### src/rtl/ram_mc_pkg.sv
// Shared types and width helper for the multi-channel word RAM.
// Imported by the arbiter and by the ram_mc top.
package ram_mc_pkg;

    typedef enum logic {
        OP_READ  = 1'b0,
        OP_WRITE = 1'b1
    } op_e;

    typedef enum logic {
        ST_CLEAR = 1'b0,
        ST_RUN   = 1'b1
    } state_e;

    // Index width for n items, never narrower than one bit.
    function automatic int width_of(input int n);
        int w;
        w = $clog2(n);
        if (w < 1) begin
            return 1;
        end else begin
            return w;
        end
    endfunction

endpackage

### src/rtl/rr_arbiter.sv
// Combinational round-robin arbiter: the search starts at ptr and wraps,
// producing a one-hot-or-zero grant plus the granted index.
module rr_arbiter
    import ram_mc_pkg::*;
#(
    parameter int N  = 2,
    parameter int CW = width_of(N)
) (
    input  logic [N-1:0]  req,
    input  logic [CW-1:0] ptr,
    input  logic          en,
    output logic [N-1:0]  gnt,
    output logic [CW-1:0] gnt_idx,
    output logic          any
);

    int pick_s;

    function automatic int wrap(input int p, input int k);
        return (p + k) % N;
    endfunction

    // First requester at or after the pointer wins; nothing is granted when disabled.
    always_comb begin
        pick_s  = -1;
        gnt     = '0;
        gnt_idx = '0;
        any     = 1'b0;
        for (int k = 0; k < N; k++) begin
            pick_s = ((pick_s < 0) && req[wrap(int'(ptr), k)]) ? wrap(int'(ptr), k) : pick_s;
        end
        if (en && (pick_s >= 0)) begin
            gnt[pick_s] = 1'b1;
            gnt_idx     = CW'(pick_s);
            any         = 1'b1;
        end else begin
            gnt     = '0;
            gnt_idx = '0;
            any     = 1'b0;
        end
    end

endmodule

### src/rtl/ram_mc.sv
// Multi-channel word RAM: round-robin arbitrated req/gnt access to one array,
// registered read return, and a self-timed clearing sweep after reset.
module ram_mc
    import ram_mc_pkg::*;
#(
    parameter  int WORD_SIZE   = 27,
    parameter  int WORD_AMOUNT = 37,
    parameter  int CHANNELS    = 2,
    localparam int AW          = width_of(WORD_AMOUNT),
    localparam int CW          = width_of(CHANNELS)
) (
    input  logic                          clk,
    input  logic                          rst,
    input  logic [CHANNELS-1:0]           req,
    input  logic [CHANNELS-1:0]           operation,
    input  logic [CHANNELS*AW-1:0]        address,
    input  logic [CHANNELS*WORD_SIZE-1:0] wdata,
    output logic [CHANNELS-1:0]           gnt,
    output logic [CHANNELS-1:0]           rvalid,
    output logic [CHANNELS*WORD_SIZE-1:0] rdata,
    output logic [CHANNELS-1:0]           oob,
    output logic                          ready
);

    state_e                          state_r;
    logic [AW-1:0]                   clr_cnt_r;
    logic [CW-1:0]                   ptr_r;
    logic                            ready_r;
    logic [CHANNELS-1:0]             rvalid_r;
    logic [CHANNELS-1:0]             oob_r;
    logic [CHANNELS*WORD_SIZE-1:0]   rdata_r;
    logic [WORD_SIZE-1:0]            mem_r [WORD_AMOUNT];

    logic [CHANNELS-1:0]             gnt_s;
    logic [CW-1:0]                   gnt_idx_s;
    logic                            any_s;
    logic [CW-1:0]                   ptr_next_s;
    op_e                             sel_op_s;
    logic [AW-1:0]                   sel_addr_s;
    logic [WORD_SIZE-1:0]            sel_wdata_s;
    logic                            in_range_s;
    logic [WORD_SIZE-1:0]            rd_word_s;
    logic                            mem_we_s;
    logic [AW-1:0]                   mem_waddr_s;
    logic [WORD_SIZE-1:0]            mem_wdata_s;

    rr_arbiter #(
        .N  (CHANNELS),
        .CW (CW)
    ) u_arb (
        .req     (req),
        .ptr     (ptr_r),
        .en      (state_r == ST_RUN),
        .gnt     (gnt_s),
        .gnt_idx (gnt_idx_s),
        .any     (any_s)
    );

    assign gnt    = gnt_s;
    assign rvalid = rvalid_r;
    assign oob    = oob_r;
    assign rdata  = rdata_r;
    assign ready  = ready_r;

    // Route the granted channel's request fields and look up its read word.
    always_comb begin
        sel_op_s    = op_e'(operation[gnt_idx_s]);
        sel_addr_s  = address[int'(gnt_idx_s)*AW +: AW];
        sel_wdata_s = wdata[int'(gnt_idx_s)*WORD_SIZE +: WORD_SIZE];
        // Widened compare so a WORD_AMOUNT equal to 2^AW still works.
        in_range_s  = ({1'b0, sel_addr_s} < (AW+1)'(WORD_AMOUNT));
        if (in_range_s) begin
            rd_word_s = mem_r[sel_addr_s];
        end else begin
            rd_word_s = '0;
        end
    end

    // Next round-robin pointer: one past the granted channel, wrapping.
    always_comb begin
        if (gnt_idx_s == CW'(CHANNELS - 1)) begin
            ptr_next_s = '0;
        end else begin
            ptr_next_s = gnt_idx_s + CW'(1);
        end
    end

    // Single write port shared by the clear sweep and granted in-range writes.
    always_comb begin
        mem_we_s    = 1'b0;
        mem_waddr_s = '0;
        mem_wdata_s = '0;
        if (rst) begin
            mem_we_s = 1'b0;
        end else if (state_r == ST_CLEAR) begin
            mem_we_s    = 1'b1;
            mem_waddr_s = clr_cnt_r;
            mem_wdata_s = '0;
        end else if (any_s && (sel_op_s == OP_WRITE) && in_range_s) begin
            mem_we_s    = 1'b1;
            mem_waddr_s = sel_addr_s;
            mem_wdata_s = sel_wdata_s;
        end else begin
            mem_we_s = 1'b0;
        end
    end

    // Storage array; has no reset of its own, the clear sweep zeroes it.
    always_ff @(posedge clk) begin
        if (mem_we_s) begin
            mem_r[mem_waddr_s] <= mem_wdata_s;
        end
    end

    // Control FSM with registered read return, out-of-range flags and ready.
    always_ff @(posedge clk) begin
        if (rst) begin
            state_r   <= ST_CLEAR;
            clr_cnt_r <= '0;
            ptr_r     <= '0;
            ready_r   <= 1'b0;
            rvalid_r  <= '0;
            oob_r     <= '0;
            rdata_r   <= '0;
        end else begin
            rvalid_r <= '0;
            oob_r    <= '0;
            case (state_r)
                ST_CLEAR: begin
                    clr_cnt_r <= clr_cnt_r + AW'(1);
                    if (clr_cnt_r == AW'(WORD_AMOUNT - 1)) begin
                        state_r <= ST_RUN;
                        ready_r <= 1'b1;
                    end
                end
                ST_RUN: begin
                    if (any_s) begin
                        ptr_r <= ptr_next_s;
                        oob_r[gnt_idx_s] <= ~in_range_s;
                        if (sel_op_s == OP_READ) begin
                            rvalid_r[gnt_idx_s] <= 1'b1;
                            rdata_r[int'(gnt_idx_s)*WORD_SIZE +: WORD_SIZE] <= rd_word_s;
                        end
                    end
                end
                default: begin
                    state_r   <= ST_CLEAR;
                    clr_cnt_r <= '0;
                    ready_r   <= 1'b0;
                end
            endcase
        end
    end

endmodule

### config.mk
export PLATFORM = sky130hd
export DESIGN_NAME = ram_mc
export DESIGN_NICKNAME = d
export VERILOG_FILES = /design/src/rtl/ram_mc_pkg.sv /design/src/rtl/rr_arbiter.sv /design/src/rtl/ram_mc.sv
export SDC_FILE = /design/constraint.sdc
export NUM_CORES = 1
export LEC_CHECK = 0
export ABC_AREA = 1
export CAP_MARGIN = 25
export CORE_ASPECT_RATIO = 0.75
export CORE_MARGIN = 2
export CORE_UTILIZATION = 40
export CTS_CLUSTER_SIZE = 8
export DETAILED_ROUTE_END_ITERATION = 16
export PLACE_DENSITY = 0.53
export SYNTH_ARGS = -nofsm -noshare
export SYNTH_HDL_FRONTEND = slang
export SYNTH_SLANG_ARGS = --single-unit
### constraint.sdc
create_clock -name clk -period 7.4 [get_ports clk]
set_clock_uncertainty 0.2 [all_clocks]
set_input_delay 1.11 -clock clk [delete_from_list [all_inputs] [get_ports clk]]
set_output_delay 1.11 -clock clk [all_outputs]
set_load 0.1 [all_outputs]
# Word-level counts from Yosys, hierarchy flattened
# Memories as Yosys holds them, arrays and structs flattened.
# Cells that the tools add are included.
# word_totals
register_bits	67
ramBits	999
out_inout_bits	61
elab_cells	77
mem_count	1
# memory_table
memory	depth	width	rd	rd_clocked_by_memory_dff	write_ports	line	rtl
mem_r	37	27	1	0	1	ram_mc.sv:32	logic [WORD_SIZE-1:0] mem_r [WORD_AMOUNT];
# classes
add_sub_neg	4
multipliers	2
order_cmp	9
n_eq_ne	1
shift	4
mux	32
bitwise_logic	6
n_reduce_logical	11
# op_table
cell	n
two-way mux 27 bit	4
greater-or-equal comparator 32 x 1 -> 1 bit, second input constant	2
two-way mux 32 bit	2
bitwise mux 54 bit	1
variable shift 27 x 33 -> 54 bit, first input constant	1
indexed part select 27 x 33 -> 54 bit	1
indexed part select 54 x 32 -> 27 bit	1
negator 6 -> 33 bit	1
< comparator 32 x 1 -> 1 bit, second input constant	1
< comparator 32 x 3 -> 1 bit, second input constant	1
two-way mux 1 bit	19
two-way mux 6 bit	3
indexed part select 12 x 5 -> 6 bit	1
adder 6 x 1 -> 6 bit, second input constant	1
== test 6 bit, second input constant	1
logical AND 1 bit	6
< comparator 6 bit, second input constant	1
multiplier 1 x 5 -> 6 bit, second input constant	1
< comparator 1 x 2 -> 1 bit, second input constant	2
inverter 1 bit	4
AND reduction 2 bit	2
OR reduction 4 bit	1
< comparator 2 x 3 -> 1 bit, second input constant	1
multiplier 1 x 2 -> 3 bit, second input constant	1
other kinds (8)	10

# Logic depth before layout (Yosys ltp)
# Gate-level depths: netlist (run 1).
# logic_depth
ltp_word	19
ltp_mapped	18

# Hierarchy
# A second synthesis (run 1) with hierarchy kept.
# unflattened
cells_unflattened	3686
area_unflattened_um2	43160.1
# modules_own_cells
module	instances	cells_each	area_per_inst_um2	seq_area_each_um2
ram_mc	1	3677	43116.4	31340.1
rr_arbiter	1	9	43.8	0.0

# Least setup slack after synthesis (run 1)
# Ideal clock, no wire load.
# synth_timing
kind	input-to-reg
startpoint	in req[1]
endpoint	mem mem_r[0][17] (data pin)
setup_ps	404
t_arrival_ps	4079
required_ps	6796
slack_ps	2718
path_stages	8
n_path_buf	2
path_cell_list	nand2_1 -> nand2_1 -> inv_1 -> nor2_1 -> clkbuf_1 -> clkbuf_1 -> nand2_1 -> a21oi_1
# synth_between
elab_chain_cells	16
elab_cells_between_ends	25
cone_classes	mul: 2; order compare: 3; shift: 2; mux: 14; reduce/logical: 4
# synth_lines
item	line	rtl
start, declared	ram_mc.sv:14	input logic [CHANNELS-1:0] req,
two-way mux 1 bit (not written as such) (2 in series)	rr_arbiter.sv:30	pick_s = ((pick_s < 0) && req[wrap(int'(ptr), k)]) ? wrap(int'(ptr), k) : pick_s;
two-way mux 32 bit	rr_arbiter.sv:30	
< comparator 32 x 1 -> 1 bit	rr_arbiter.sv:30	
logical AND 1 bit	rr_arbiter.sv:30	
two-way mux 32 bit (*)	rr_arbiter.sv:30	
parallel branches: the longest is 7 deep, another holds greater-or-equal comparator 32 x 1 -> 1 bit	--	
two-way mux 27 bit (*)	ram_mc.sv:99	end else if (any_s && (sel_op_s == OP_WRITE) && in_range_s) begin
two-way mux 27 bit (*)	ram_mc.sv:95	end else if (state_r == ST_CLEAR) begin
two-way mux 27 bit (*)	ram_mc.sv:93	if (rst) begin
via mem_wdata_s[17]	ram_mc.sv:45	logic [WORD_SIZE-1:0] mem_wdata_s;
end, declared	ram_mc.sv:32	
# Mark *: on every way through the listed nets, which the timed path passes. The select of a mux whose other input is x is not followed.

# Worst setup path in the final report (run 1)
# layout_timing
startpoint	in req[1]
endpoint	mem mem_r[33][19], enable pin
# layout_between
elab_chain_cells	18
elab_cells_between_ends	28
cone_classes	mul: 1; order compare: 3; shift: 1; mux: 19; reduce/logical: 4
# layout_lines
item	line	rtl
two-way mux 1 bit (not written as such) (2 in series)	rr_arbiter.sv:30	
two-way mux 32 bit	rr_arbiter.sv:30	
< comparator 32 x 1 -> 1 bit	rr_arbiter.sv:30	
logical AND 1 bit	rr_arbiter.sv:30	
two-way mux 32 bit (*)	rr_arbiter.sv:30	
greater-or-equal comparator 32 x 1 -> 1 bit	rr_arbiter.sv:32	if (en && (pick_s >= 0)) begin
logical AND 1 bit	rr_arbiter.sv:32	
two-way mux 1 bit	rr_arbiter.sv:32	
multiplier 1 x 2 -> 3 bit / two-way mux 1 bit (equally long branches)	ram_mc.sv:68, ram_mc.sv:67	
indexed part select 12 x 5 -> 6 bit / two-way mux 1 bit (equally long branches)	ram_mc.sv:68, ram_mc.sv:67	
< comparator 6 bit / logical AND 1 bit (equally long branches)	ram_mc.sv:71, ram_mc.sv:99	
logical AND 1 bit	ram_mc.sv:99	
two-way mux 1 bit	ram_mc.sv:99	
two-way mux 1 bit	ram_mc.sv:95	
two-way mux 1 bit	ram_mc.sv:93	
two-way mux 1 bit	ram_mc.sv:110	if (mem_we_s) begin
two-way mux 1 bit (not written as such)	ram_mc.sv:111	mem_r[mem_waddr_s] <= mem_wdata_s;
# Mark *: on every way between the ends. The rest lies on a longest branch, timed or not. The select of a mux whose other input is x is not followed.

==> metrics.txt, run 1 <==
outcome completed; Inserted Clock Buffers 151; Final Hold Viols 0; Vias 30176; Tcrit/Tclk final 0.693; Clock Path Buffers 3; final std cells w/o fill 5391; gr usage total 0.249; global-route wire length before repair 201000 um; vias in the first global route 28566; Setup CP Type in2reg; TritonRoute pass-1 iters 5; routability cong. 0.841; Critical Path Sink Type flip-flop; CTS tree done; FMAX 195 MHz; worst path required time 7.66 ns; most numerous cell in the Yosys netlist nand2_1; largest cells by area after synthesis edfxtp_1, nand3_1, nand2_1; drt drc 0; Placeable Area 0.107 mm^2; Mapped Area 0.0433 mm^2; Final HPWL DP 74400 um; Vias/cell 5.60; Peak supply drop 0.217 mV; reg-to-reg slack, setup 2.49 ns; multi-input logic area 0.0111 mm^2; PD cells 263 mW/mm^2; Yosys reg bits 1066; CTS Root Cell clkbuf_16; Arr. time, crit path 5.39 ns; Worst-path clk slew 0.05 ns; IO Count 133; final setup fails 0; Leakage 19.2 nW; fin nets 3963; EDFF count, synth 999; setup tns final 0 ns; RSZ-0062 raised after global routing no; H-tree levels 4; Buffers on Ports 132; largest net degree at the start of global routing 178; post-CTS setup buffer count 0; ys flop type edfxtp_1; sequential share of the synthesized area 0.724; yosys warns 0; Post-synth top cells nand2_1, nand3_1, edfxtp_1; Die Area 0.111 mm^2; grt ovf 0; Netlist cell types 32; Layout area overhead 18.7%; minimum clock period 5.13 ns; layout cell share with drive strength beyond 1 0.0985; cts repair resizes 0; Post-Syn Nets 3808; Async SR Flop Fraction 0; share of the synthesized area in the top cell type 0.693; headroom to the max-slew limit 0.223; syn_area_per_cell 11.6 um^2; post-synth top area cell edfxtp_1; Fill cells 9616; register area 0.0313 mm^2; Power Total 0.0135 W; row count 104; # diodes 0; Slew @ Worst Pin 1.17 ns; drt wl/cell 25.6 um; post-placement cell count 5167; Layout Utilization 0.479; worst skew pair latency 0.75 ns; Worst setup SP type primary input; DR iter-0 viols 3328; max-slew violations 0; Critical Path Fanout Max 32; hold buffers post-CTS 0; Total Routed Length 138000 um; initial antenna violation count 1; Starting Density 0.404; post-route ant nets 0; synthesized instance count 3734; Min Hold Slack 0.271 ns; die height 289 um; clock sinks 1066; worst min-delay path class reg2reg; max_cap viols 0; Die Wd 384 um
report_power, final:
part	switching [W]	total, W	internal [W]
clock network	0.00249	0.00632	0.00383
logic	0.000457	0.000638	0.000181
registers	0.00000524	0.00654	0.00653
total	0.00295	0.0135	0.0105
flip-flops by register name (all words and copies together), names as in the netlist:
signal / count
clr_cnt_r: 6
mem_r: 999
oob: 2
ptr_r: 1
rdata: 54
ready: 1
rvalid: 2
state_r: 1
layer usage:
layer | routed length, um | up-vias | global-route usage
met5 | 0 | - | 0
met1 | 62200 | 14950 | 0.372
met3 | 12100 | 187 | 0.0502
met2 | 60100 | 1385 | 0.359
met4 | 3680 | 0 | 0.0869
li1 | - | 13654 | -
per-stage QoR:
stage	area, um^2	setup WS [ns]
floorplan	43300	2.72
global placement	46600	1.60
detailed placement	47100	1.64
CTS	51300	2.42
global route	51300	2.10
finish	51300	2.27
cells by family after synthesis:
logic type / synth area share
flip-flops: 0.724
buffers and inverters: 0.0301
adder cells (fa/ha/maj): 0.000578
AND/OR/NAND/NOR: 0.222
AO/OA/AOI/OAI: 0.0227
worst max-delay path, stage by stage:
cell,delay [ns]
clkdlybuf4s50_1,0.45
nand2_1,0.09
nand2_1,0.20
nand2_4,0.30
buf_4,0.45
nand2_1,0.13
o21ai_2,0.08
buf_4,0.47
nand2_2,0.11
nand2_1,0.13
nand2_2,0.12
o21ai_1,0.19
nand2_1,0.37
nor2_4,0.83
buf_4,0.28
cell type report:
class | count | area share
Tap cell | 1431 | 0.0349
Timing Repair Buffer | 256 | 0.0527
Clock inverter | 9 | 0.00205
Clock buffer | 215 | 0.0808
Multi-Input combinational cell | 2367 | 0.216
Inverter | 47 | 0.00353
Sequential cell | 1066 | 0.610
cell usage in the layout (no fill, tap or decap), types with 15 or more instances in the layout:
cell type | netlist | final
inv_1 | 42 | 40
nor2_1 | 64 | 26
nand2_1 | 1043 | 1039
a21oi_2 | 0 | 27
nand3_1 | 1041 | 1040
buf_16 | 0 | 15
buf_4 | 0 | 100
nor2_4 | 2 | 39
edfxtp_1 | 999 | 999
o21ai_0 | 66 | 66
a21oi_1 | 76 | 49
clkbuf_1 | 98 | 58
dfxtp_1 | 67 | 67
clkdlybuf4s50_1 | 0 | 128
clkbuf_16 | 0 | 157
path summary, 6_finish.rpt:
kind	end	depth (start not counted)	start
max	mem_r[33][19]	15	req[1]
min	ready	2	ready
max reg2reg	mem_r[33][19]	15	state_r
min reg2reg	ready	2	ready
Power figures use the tool's default switching activity.
==> run 2: changes to the inputs <==
--- a/config.mk
+++ b/config.mk
@@ -12,7 +12,7 @@
 export CORE_UTILIZATION = 40
 export CTS_CLUSTER_SIZE = 8
 export DETAILED_ROUTE_END_ITERATION = 16
-export PLACE_DENSITY = 0.53
+export PLACE_DENSITY = 0.55
 export SYNTH_ARGS = -nofsm -noshare
 export SYNTH_HDL_FRONTEND = slang
 export SYNTH_SLANG_ARGS = --single-unit
==> constraint.sdc (replaced) <==
create_clock -name clk -period 4.3 [get_ports clk]
set_clock_uncertainty 0.2 [all_clocks]
set_input_delay 0.645 -clock clk [delete_from_list [all_inputs] [get_ports clk]]
set_output_delay 0.645 -clock clk [all_outputs]
set_load 0.1 [all_outputs]
==> metrics.txt, run 2 (synthesis results as in run 1) <==
Slew @ Worst Pin 1.12 ns (was 1.17 ns); DR iter-0 viols 3432 (was 3328); worst min-delay path class reg2reg (unchanged); global-route wire length before repair 200000 um (was 201000 um); wire length on met2 59000 um (was 60100 um); routability cong. 0.798 (was 0.841); Placeable Area 0.107 mm^2 (unchanged); Total Routed Length 136000 um (was 138000 um); Critical Path Fanout Max 104 (was 32); worst skew pair latency 0.76 ns (was 0.75 ns); minimum clock period 3.93 ns; Die Area 0.111 mm^2 (unchanged); Buffers on Ports 132 (unchanged); Layout Utilization 0.495 (was 0.479); CTS Root Cell clkbuf_16 (unchanged); fin nets 4047 (was 3963); PD cells 438 mW/mm^2 (was 263 mW/mm^2); worst path required time 4.78 ns (was 7.66 ns); die height 289 um (unchanged); max-slew violations 0 (unchanged); metal3 WL 11800 um (was 12100 um); Final HPWL DP 79000 um (was 74400 um); setup tns final 0 ns (unchanged); drt drc 0 (unchanged); max reg flops 999 (unchanged); hold buffers post-CTS 0 (unchanged); met1 wire length 61600 um (was 62200 um); hold depth 2 (unchanged); Vias 30542 (was 30176); max layer used met5 (was met4); FMAX 254 MHz; RSZ-0062 raised after global routing no (unchanged); Final Hold Viols 0 (unchanged); cts repair resizes 0 (unchanged); Die Wd 384 um (unchanged); gr usage total 0.245 (was 0.249); clock sinks 1066 (unchanged); initial antenna violation count 1 (unchanged); layout cell share with drive strength beyond 1 0.118 (was 0.0985); outcome completed (unchanged); Setup CP Type reg2reg (was in2reg); drt wl/cell 24.7 um (was 25.6 um); final std cells w/o fill 5485 (was 5391); largest net degree at the start of global routing 105 (was 178); Inserted Clock Buffers 151 (unchanged); max_cap viols 0 (unchanged); Arr. time, crit path 4.41 ns (was 5.39 ns); TritonRoute pass-1 iters 6 (was 5); Worst-path clk slew 0.05 ns (about the same); CTS tree done (unchanged); vias in the first global route 28783 (was 28566); Peak supply drop 0.312 mV (was 0.217 mV); post-route ant nets 0 (unchanged); Starting Density 0.404 (unchanged); largest reg by FF count mem_r (unchanged); post-placement cell count 5248 (was 5167); Worst setup SP type flip-flop (was primary input); Leakage 19.9 nW (was 19.2 nW); Layout area overhead 22.6% (was 18.7%); final setup fails 0 (unchanged); Tcrit/Tclk final 0.915; grt ovf 0 (unchanged); R2R cell count 14 (was 15); Fill cells 9513 (was 9616); row count 104 (unchanged); Clock Path Buffers 3 (unchanged); register area 0.0313 mm^2 (unchanged); H-tree levels 4 (unchanged); Vias/cell 5.57 (was 5.60); headroom to the max-slew limit 0.250 (was 0.223); post-CTS setup buffer count 0 (unchanged); IO Count 133 (unchanged); Critical Path Sink Type flip-flop (unchanged); commonest non-fill, non-tap cell in the layout nand3_1 (unchanged); multi-input logic area 0.0111 mm^2 (about the same); most frequent cells in the layout nand3_1, nand2_1, edfxtp_1 (unchanged)
[run 2: per-layer routing]
| layer | vias to the layer above | track usage |
|---|---|---|
| met5 | - | 0 |
| met4 | 2 | 0.0785 |
| met3 | 180 | 0.0484 |
| met2 | 1396 | 0.356 |
| met1 | 15117 | 0.370 |
| li1 | 13847 | - |
[run 2: layout make-up]
class	instances	area share
Tap cell	1431	0.0338
Clock buffer	222	0.0771
Sequential cell	1066	0.591
Clock inverter	11	0.00224
Multi-Input combinational cell	2367	0.209
Inverter	47	0.00342
Timing Repair Buffer	340	0.0831
Antenna cell	1	0.0000472
[run 2: power breakdown]
| group | switching [W] | total (W) | internal, W |
|---|---|---|---|
| clock network | 0.00429 | 0.0108 | 0.00648 |
| logic | 0.000799 | 0.00118 | 0.000377 |
| registers | 0.00000978 | 0.0113 | 0.0112 |
[run 2: worst paths after layout]
path / startpoint / endpoint / slack [ns]
max: state_r / rdata[17] / 0.37
min reg2reg: ready / ready / 0.26
max reg2reg: state_r / rdata[17] / 0.37
min: ready / ready / 0.26
[run 2: metrics by stage]
stage	area, um^2	worst slack (ns)	power, W	hold WS (ns)
4_1_cts	52900	0.438	0.0234	0.258
3_3_place_gp	48400	0.0984	0.0126	0.243
5_1_grt	53000	0.184	0.0239	0.271
2_1_floorplan	43300	0.0827	0.0121	0.260
3_5_place_dp	48700	0.0724	0.0126	0.240
6_report	53000	0.366	0.0232	0.257
[run 2: critical path, stage by stage (launching register included)]
cell	delay, ns
dfxtp_1	0.58
inv_2	0.26
nor2_4	0.26
nand2_4	0.27
nand2_8	0.16
buf_12	0.40
buf_4	0.48
nand3_1	0.12
nand3_1	0.12
nand3_1	0.08
nand3_1	0.13
nand3_1	0.16
nand3_1	0.19
nand2_1	0.13
a21oi_1	0.14
